`config.mk`:
```
export PLATFORM = sky130hd
export DESIGN_NAME = gray_code_counter_flat
export DESIGN_NICKNAME = d
export VERILOG_FILES = /design/src/rtl/gray_code_counter_if.sv /design/src/rtl/gray_code_counter.sv /design/src/flat_wrapper.sv
export SDC_FILE = /design/constraint.sdc
export NUM_CORES = 1
export LEC_CHECK = 0
export CAP_MARGIN = 5
export CORE_MARGIN = 8
export CORE_UTILIZATION = 51
export CTS_BUF_LIST = sky130_fd_sc_hd__clkbuf_4 sky130_fd_sc_hd__clkbuf_8
export DETAILED_ROUTE_END_ITERATION = 10
export PLACE_DENSITY_LB_ADDON = 0.05
export SYNTH_ARGS = -nofsm -noshare
export SYNTH_HDL_FRONTEND = slang
export SYNTH_SLANG_ARGS = --single-unit
```
`constraint.sdc`:
```
create_clock -name clk -period 2.8 [get_ports clk]
set_clock_uncertainty 0.2 [all_clocks]
set_input_delay 0.56 -clock clk [delete_from_list [all_inputs] [get_ports clk]]
set_output_delay 0.56 -clock clk [all_outputs]
set_load 0.1 [all_outputs]
```
`src/rtl/gray_code_counter_if.sv`:
```
// Control and status bundle for gray_code_counter.
// The master drives count controls and the slave returns the count views.
interface gray_code_counter_if #(
    parameter int WIDTH = 4
);
    logic             en;
    logic             up;
    logic             load;
    logic [WIDTH-1:0] load_val;
    logic [WIDTH-1:0] gray_out;
    logic [WIDTH-1:0] bin_out;
    logic [WIDTH-1:0] flip;
    logic             tc;

    modport master (
        output en, up, load, load_val,
        input  gray_out, bin_out, flip, tc
    );

    modport slave (
        input  en, up, load, load_val,
        output gray_out, bin_out, flip, tc
    );
endinterface

```
`src/rtl/gray_code_counter.sv`:
```
// Parametrised Gray-code counter with load, up/down, wrap or saturate,
// a binary shadow count and per-edge changed-bit reporting.
module gray_code_counter #(
    parameter int WIDTH = 4,
    parameter bit WRAP  = 1'b1
) (
    input  logic                clk,
    input  logic                res,
    gray_code_counter_if.slave  bus
);
    localparam logic [WIDTH-1:0] MAX_VAL = {WIDTH{1'b1}};
    localparam logic [WIDTH-1:0] MIN_VAL = {WIDTH{1'b0}};

    logic [WIDTH-1:0] b_q,    b_d;
    logic [WIDTH-1:0] gray_q, gray_d;
    logic [WIDTH-1:0] flip_q, flip_d;
    logic [WIDTH-1:0] load_bin;

    // Each binary bit is the XOR of all Gray bits at or above it.
    always_comb begin
        load_bin = '0;
        for (int i = 0; i < WIDTH; i++) begin
            load_bin[i] = ^(bus.load_val >> i);
        end
    end

    always_comb begin
        b_d = b_q;
        if (bus.load) begin
            b_d = load_bin;
        end else if (bus.en) begin
            if (bus.up) begin
                if (b_q != MAX_VAL) begin
                    b_d = b_q + 1'b1;
                end else if (WRAP) begin
                    b_d = MIN_VAL;
                end
            end else begin
                if (b_q != MIN_VAL) begin
                    b_d = b_q - 1'b1;
                end else if (WRAP) begin
                    b_d = MAX_VAL;
                end
            end
        end
    end

    // A load takes the Gray word verbatim; otherwise re-encode the new count.
    always_comb begin
        gray_d = bus.load ? bus.load_val : (b_d ^ (b_d >> 1));
        flip_d = gray_d ^ gray_q;
    end

    always_ff @(posedge clk) begin
        if (res) begin
            b_q    <= '0;
            gray_q <= '0;
            flip_q <= '0;
        end else begin
            b_q    <= b_d;
            gray_q <= gray_d;
            flip_q <= flip_d;
        end
    end

    assign bus.gray_out = gray_q;
    assign bus.bin_out  = b_q;
    assign bus.flip     = flip_q;
    assign bus.tc       = bus.up ? (b_q == MAX_VAL) : (b_q == MIN_VAL);
endmodule

```
`src/flat_wrapper.sv`:
```
// flat-port wrapper written by rule: the top's interface ports become plain ports
module gray_code_counter_flat 
#(
    parameter int WIDTH = 4,
    parameter bit WRAP  = 1'b1
)
  (clk, res, bus_en, bus_up, bus_load, bus_load_val, bus_gray_out, bus_bin_out, bus_flip, bus_tc);
  gray_code_counter_if #(.WIDTH(WIDTH)) bus_i ();
  input  logic clk;
  input  logic res;
  input wire logic [$bits(bus_i.en)-1:0] bus_en;
  input wire logic [$bits(bus_i.up)-1:0] bus_up;
  input wire logic [$bits(bus_i.load)-1:0] bus_load;
  input wire logic [$bits(bus_i.load_val)-1:0] bus_load_val;
  output wire logic [$bits(bus_i.gray_out)-1:0] bus_gray_out;
  output wire logic [$bits(bus_i.bin_out)-1:0] bus_bin_out;
  output wire logic [$bits(bus_i.flip)-1:0] bus_flip;
  output wire logic [$bits(bus_i.tc)-1:0] bus_tc;
  assign bus_i.en = bus_en;
  assign bus_i.up = bus_up;
  assign bus_i.load = bus_load;
  assign bus_i.load_val = bus_load_val;
  assign bus_gray_out = bus_i.gray_out;
  assign bus_bin_out = bus_i.bin_out;
  assign bus_flip = bus_i.flip;
  assign bus_tc = bus_i.tc;
  gray_code_counter #(.WIDTH(WIDTH), .WRAP(WRAP)) u_core (.clk(clk), .res(res), .bus(bus_i));
endmodule
```
* After elaboration in Yosys (flattened, before gate mapping)
Cells that the tools add are included.
** Storage, ports and cells
- Register bits after elaboration :: 12
- Input bits :: 9
- Output and inout bits :: 13
- Word-level logic and storage cells :: 22
** Cells by class
- $add $sub $neg :: 2
- Equal/unequal tests :: 2
- Mux-type cells :: 7
- Bitwise gates (word level) :: 2
- Reduce and logical (&&, ||, !) cells :: 6
** Operators with widths (count)
- $mux 4 :: 6
- $reduce_xor 4->1 :: 4
- $add 4x1->4 const B :: 1
- $eq 4x4->1 const B :: 1
- $logic_not 4->1 :: 1
- $ne 4x4->1 const B :: 1
- $reduce_bool 4->1 :: 1
- $sub 4x1->4 const B :: 1
- $xor 4x3->4 :: 1
- $xor 4x4->4 :: 1
- $mux 1 :: 1

* Logic depth before layout (Yosys ltp)
Gate-level depths: netlist of the first run.
- Word-level depth :: 8
- Mapped depth :: 7
- Depth with buffers taken out :: 7

* Worst setup path after synthesis of the first run
No wires, ideal clock.
- Path type :: reg-to-output
- Start :: register u_core.b_q[0] (netlist: u_core.bus.bin_out[0])
- End :: output bus_tc
- Arrival :: 3.701 ns
- Path slack :: -1.661 ns
- Cell stages (with the launch flop) :: 5
- Cell sequence :: dfxtp_1 inv_1 ha_1 or3b_2 o21ai_0
** Between the ends
- Word-level cells in the longest chain between the ends :: 2
** Ends and longest elaborated chain
- start, declared :: RTL line gray_code_counter.sv:14 : logic [WIDTH-1:0] b_q, b_d;
- start signal, assigned :: RTL line gray_code_counter.sv:56 : b_q <= '0;
- start signal, assigned :: RTL line gray_code_counter.sv:60 : b_q <= b_d;
- $eq 4x4->1 or $logic_not 4->1 (tied branches) :: RTL line gray_code_counter.sv:69 : assign bus.tc = bus.up ? (b_q == MAX_VAL) : (b_q == MIN_VAL);
- $mux 1 * :: RTL line gray_code_counter.sv:69
- end, declared :: RTL line flat_wrapper.sv:18 : output wire logic [$bits(bus_i.tc)-1:0] bus_tc;
Mark *: on every way between the ends. The rest lies on a longest branch, timed or not.

* Final worst setup path of the first run
Same ends and word-level chain as after synthesis.

==> run summary, run 1 <==
slowest stage cell on the critical path - or3b_2
crit path to - bus_tc
# DRC - 0
min-delay worst type - flop to flop
number of antenna violations at the first check in global routing - 0
# IOs - 22
final setup TNS - 0 ns
Synthesis Warnings - 0
Syn Std Cell Area - 912 um2
drt via density - 5.43
Root Driver - clkbuf_4
area of placed instances - 1130 um2
Crit path arrival time - 1.82 ns
worst rel slew slack - 75.0%
FFs w/ async S/R, synth - 0%
layout cells sized above 1 - 25.8%
Routed Antenna Nets - 0
# nets final - 144
worst flop-to-flop path endpoint - u_core.bus.flip[1]
TritonCTS clock tree - done
largest net degree at the start of global routing - 21
RSZ-0062 raised after global routing - no
FP Rows - 15
Final Hold Viols - 0
Max Slew Vio Count - 0
Clk Latency, worst-skew pair - 0.27 ns
final wirelength - 1950 um
Pwr Total - 741 uW
pwr/cell area - 633 nW/um2
Final Critical Period - 2.58 ns
status - finished, final reports clean
dominant synthesized flop cell - dfxtp_1
worst-path fanout max - 9
period utilisation layout - 92.3%
Area Growth Syn to Fin - 28.3%
Post-Synthesis Cells - 111
EDFF count, synth - 0
first-pass GRT wire length - 3290 um
endpoints failing setup - 0
Setup CP Type - flop to primary output
RePlAce Congestion - 0.810
grt ovf - 0
Num CTS Buffers - 3
Synthesized Nets - 122
Clock transition at path regs - 0.08 ns
register bit total from synthesis - 12
Max Clk Rate - 0.387 GHz
Ant. Diodes - 0
max-cap viol count - 0
Vias - 852
Placed Cells - 153
gr usage total - 11.9%
maximum root-to-sink buffer count - 2
Starting Density - 53.4%
RR Startpoint - u_core.bus.bin_out[0]
Hold WS - 0.390 ns
peak per-stage delay on the critical path - 0.50 ns
IO buf count - 21
WL per Instance - 12.4 um
Non-Filler Instances - 157
Syn Area/Cell - 8.22 um2
Reg2Reg Depth - 7
CTS HTree Levels - 1
leakage power - 0.000489 uW
CORE AREA - 1710 um2
Max VDD drop - 0.393 mV
CTS Sinks - 12
die footprint - 3400 um2
DR pass1 iterations - 4
r2r setup slk - 0.46 ns
sequential-to-total area share from yosys stat - 26.3%
number of global-route vias before repair - 748
Worst setup SP type - flop
final instance area - 1170 um2
HPWL after detailed placement - 1560 um
die height - 58.3 um
Die Wd - 58.3 um
Worst EP required - 2.04 ns
CP Cell Sequence - inv_1 > ha_1 > or3b_2 > o21ai_4 > buf_12
crit path from - u_core.bus.bin_out[0]
Worst-Margin Slew - 0.375 ns
initial DRC count - 11
Netlist cell types - 46
Setup crit end kind - primary output
## routing by layer
layer  routed length, um  vias up  global-route usage, %
met3                  66        2                   3.04
met5                   0        -                      0
met2                 941       12                   18.9
met1                 932      390                   14.7
met4                  10        0                   5.24
li1                    -      448                      -
## worst max-delay path, delay by kind of cell, from the launching register on
kind,cells,cell delay [ns]
DFF,1,0.37
AOI/OAI and AO/OA,1,0.17
adders and majority gates,1,0.20
buffers and inverters,2,0.31
and+or+nand+nor,1,0.50
## timing repair
action / CTS / global route
resized for setup: 0 / 1
buffers inserted: 0 / 0
hold buffers: 0 / 0
setup endpoints to repair: 0 / 1
## placed cells by master, fill, tap and decap left out, types with 2 or more instances in the layout
master	synthesis	final
and3_1	2	2
ha_1	2	2
inv_2	2	2
nor3_1	5	5
nor2b_1	3	3
a211oi_1	4	4
buf_4	1	15
dfxtp_1	12	10
nor4b_1	2	2
o21ai_0	5	4
nand3_1	2	2
clkdlybuf4s50_1	0	7
o21a_1	2	2
nand4_1	3	3
a31oi_1	2	2
dfxtp_2	0	2
a21oi_1	5	5
mux2i_1	2	2
inv_1	5	5
nor2_1	12	12
nand2_1	4	4
clkbuf_4	0	3
xnor2_1	7	7
## synthesized netlist by cell type, drive strengths merged (2+ instances only)
master	number	area share, %
xnor2	7	6.7
clkbuf	4	1.6
ha	2	2.7
nor2	13	5.6
nor2b	3	2.1
inv	7	2.9
nand4	3	2.1
nand3	2	1.1
nor4b	2	1.9
buf	3	2.6
mux2i	3	4.7
nand2	4	1.6
a211oi	4	3.3
a31oi	2	1.4
and3	2	1.4
o21a	2	1.6
dfxtp	12	26
o21ai	5	2.7
a21oi	5	2.7
nor3	5	2.7
## per-stage QoR
stage                     utilization, %  worst slack, ns
after floorplan                        -           0.0331
after global placement              66.2           0.0594
after detailed placement            66.2           0.0241
after CTS                           68.4           0.0208
after global routing                68.5            0.136
final                               68.5            0.216
## registers in the layout (all words and copies together) (netlist names)
| signal | count |
|---|---|
| u_core.bus.flip | 4 |
| u_core.bus.bin_out | 4 |
| u_core.bus.gray_out | 4 |
## cells by family after synthesis
kind of cell | after synthesis | synth area share [%]
fa+ha+maj | 2 | 2.74
mux | 4 | 6.31
flops | 12 | 26.3
compound gates | 28 | 22.5
simple gates | 43 | 25.8
buf+inv | 14 | 7.13
xor+xnor | 8 | 9.19
## cell type report
cell class                      count  area (um2)
Fill cell                         145         538
Clock buffer                        4        36.3
Tap cell                           25        31.3
Multi-Input combinational cell     85         618
Sequential cell                    12         243
Inverter                            7        26.3
Timing Repair Buffer               24         215
## worst min path at each step
stage / from / endpoint / slack [ns] / depth (start not counted)
2_1_floorplan: bus_load_val[1] / u_core.bus.flip[1] / 0.52 / 2
3_3_place_gp: u_core.bus.gray_out[3] / u_core.bus.flip[3] / 0.35 / 2
3_5_place_dp: u_core.bus.gray_out[3] / u_core.bus.flip[3] / 0.37 / 2
4_1_cts: u_core.bus.gray_out[3] / u_core.bus.flip[3] / 0.40 / 2
5_1_grt: u_core.bus.gray_out[3] / u_core.bus.flip[3] / 0.43 / 2
6_report: u_core.bus.gray_out[3] / u_core.bus.flip[3] / 0.39 / 2
## power breakdown
part	internal (uW)	total, uW	leakage [uW]	switching (uW)
sequential	193	217	0.000100	23.5
combinational	120	383	0.000367	263
clock	79.0	141	0.0000210	61.5
(Power assumes the default switching activity.)
==> run 2, diff against run 1 <==
REMOVE_ABC_BUFFERS = 1   (was unset)
==> run 2 against run 1 <==
Sequential power down 2%. Maximum frequency down 3.5%. Die area unchanged. Hold slack worse by 0.0058 ns. Combinational power up 2%. Non-clock buffer count up 2. Sequential cell count unchanged. Largest power group unchanged. Largest cell class unchanged.
==> run summary, run 2 (synthesis results as in run 1) <==
status - finished, final reports clean (unchanged)
Crit path arrival time - 1.92 ns (was 1.82 ns)
maximum root-to-sink buffer count - 2 (unchanged)
most frequent cells in the layout - buf_4 (17), nor2_1 (12), dfxtp_1 (12), clkdlybuf4s50_1 (8), xnor2_1 (7) (was buf_4 (15), nor2_1 (12), dfxtp_1 (10), xnor2_1 (7), clkdlybuf4s50_1 (7))
Final Critical Period - 2.68 ns (was 2.58 ns)
gr usage total - 13.4% (was 11.9%)
layout cells sized above 1 - 24.1% (was 25.8%)
DR pass1 iterations - 4 (unchanged)
RR Startpoint - u_core.bus.bin_out[1] (was u_core.bus.bin_out[0])
area of placed instances - 1130 um2 (about the same)
RSZ-0062 raised after global routing - no (unchanged)
Worst setup SP type - input pin (was flop)
FP Rows - 15 (unchanged)
Ant. Diodes - 0 (unchanged)
Max Clk Rate - 0.374 GHz (was 0.387 GHz)
Vias - 901 (was 852)
drt via density - 5.70 (was 5.43)
Comb power frac - 54.7% (was 51.7%)
CTS HTree Levels - 1 (unchanged)
Setup crit end kind - primary output (unchanged)
# IOs - 22 (unchanged)
RePlAce Congestion - 0.828 (was 0.810)
Root Driver - clkbuf_4 (unchanged)
# DRC - 0 (unchanged)
grt ovf - 0 (unchanged)
Psw - 351 uW (was 348 uW)
min-delay worst type - flop to flop (unchanged)
largest net degree at the start of global routing - 21 (unchanged)
switch share - 49.2% (was 47.0%)
Num CTS Buffers - 3 (unchanged)
Reg2Reg Depth - 7 (unchanged)
CTS Sinks - 12 (unchanged)
first-pass GRT wire length - 3640 um (was 3290 um)
worst-path fanout max - 3 (was 9)
WHS Path Cells - 2 (unchanged)
period utilisation layout - 95.6% (was 92.3%)
endpoints failing setup - 0 (unchanged)
pwr/cell area - 619 nW/um2 (was 633 nW/um2)
crit path from - bus_up (was u_core.bus.bin_out[0])
die footprint - 3400 um2 (unchanged)
r2r setup slk - 0.39 ns (was 0.46 ns)
Pwr Total - 714 uW (was 741 uW)
max-cap viol count - 0 (unchanged)
Internal Power - 363 uW (was 392 uW)
Routed Antenna Nets - 0 (unchanged)
Final Hold Viols - 0 (unchanged)
final wirelength - 2170 um (was 1950 um)
number of global-route vias before repair - 869 (was 748)
IO buf count - 21 (unchanged)
final instance area - 1150 um2 (was 1170 um2)
Clock transition at path regs - 0.07 ns (was 0.08 ns)
number of antenna violations at the first check in global routing - 0 (unchanged)
hold path start - u_core.bus.gray_out[3] (unchanged)
TritonCTS clock tree - done (unchanged)
worst flop-to-flop path endpoint - u_core.bus.flip[1] (unchanged)
Clk Latency, worst-skew pair - 0.28 ns (was 0.27 ns)
HPWL after detailed placement - 1630 um (was 1560 um)
Die Wd - 58.3 um (unchanged)
Area Growth Syn to Fin - 26.6% (was 28.3%)
die height - 58.3 um (unchanged)
Worst EP required - 2.04 ns (about the same)
Setup CP Type - input pin to primary output (was flop to primary output)
clock power share - 15.5% (was 19.0%)
Final WS setup - 0.123 ns (was 0.216 ns)
hold_buf cts - 0 (unchanged)
crit path to - bus_tc (unchanged)
# nets final - 146 (was 144)
Max VDD drop - 0.378 mV (was 0.393 mV)
worst slack, placed - 0.0362 ns (was 0.0241 ns)
CORE AREA - 1710 um2 (unchanged)
WL per Instance - 13.7 um (was 12.4 um)
Max Slew Vio Count - 0 (unchanged)
Starting Density - 53.4% (unchanged)
initial DRC count - 13 (was 11)
Worst-Margin Slew - 0.302 ns (was 0.375 ns)
most common cell after layout, fill and taps aside - buf_4 (unchanged)
worst rel slew slack - 79.3% (was 75.0%)
leakage power - 0.000479 uW (was 0.000489 uW)
sequential share of power - 29.8% (was 29.3%)
-- run 2: cell count changes in the layout (fill, tap and decap cells not counted) --
cell and delta:
clkbuf_8 -1, dlymetal6s2s_1 -1, buf_4 +2, dfxtp_1 +2, o21ai_4 -1, clkdlybuf4s50_1 +1, o21ai_1 +1, dfxtp_2 -2
-- run 2: worst min path at each step --
stage               slack (ns)               endpoint
global route              0.44     u_core.bus.flip[3]
floorplan                 0.43  u_core.bus.bin_out[1]
CTS                       0.39     u_core.bus.flip[3]
finish                    0.38     u_core.bus.flip[3]
detailed placement        0.37     u_core.bus.flip[3]
global placement          0.36     u_core.bus.flip[3]
-- run 2: power by group through the flow --
stage	registers, uW	clock network [uW]	logic, uW
2_1_floorplan	373	0	137
3_3_place_gp	215	0	385
3_5_place_dp	217	0	390
4_1_cts	213	110	392
5_1_grt	216	117	412
6_report	213	111	390
-- run 2: layout make-up --
cell class                      count  area [um2]
Multi-Input combinational cell     85         607
Fill cell                         154         553
Sequential cell                    12         240
Timing Repair Buffer               26         228
Tap cell                           25        31.3
Inverter                            7        26.3
Clock buffer                        3        22.5
-- run 2: timing repair --
| action | 4_1_cts | 5_1_grt |
|---|---|---|
| resized for setup | 0 | 1 |
| setup endpoints to repair | 0 | 1 |
| buffers inserted | 0 | 0 |
-- run 2: per-layer routing --
metal,track usage [%],vias to the layer above,part of all wire (%)
met1,13.9,421,44
met3,4.13,5,6.0
met4,6.29,0,1.9
li1,-,449,-
met2,23.9,26,48
met5,0,-,0
-- run 2: critical path: stages --
cell and delay, ns:
clkdlybuf4s50_1 0.45, or3b_2 0.47, o21ai_1 0.23, buf_12 0.21
-- run 2: through the flow --
stage | utilization [%] | cells | hold slack, ns | TNS (ns)
global route | 67.6 | 158 | 0.436 | 0
CTS | 67.6 | 158 | 0.387 | 0
finish | 67.6 | 158 | 0.384 | 0
global placement | 66.3 | 155 | 0.356 | 0
detailed placement | 66.3 | 155 | 0.367 | 0
floorplan | - | 104 | 0.432 | -2.04
==> run 3, diff against run 2 <==
CAP_MARGIN = 20   (was 5)
==> results of run 3 <==
No change in the layout: final DEF, timing and power equal those of run 2.
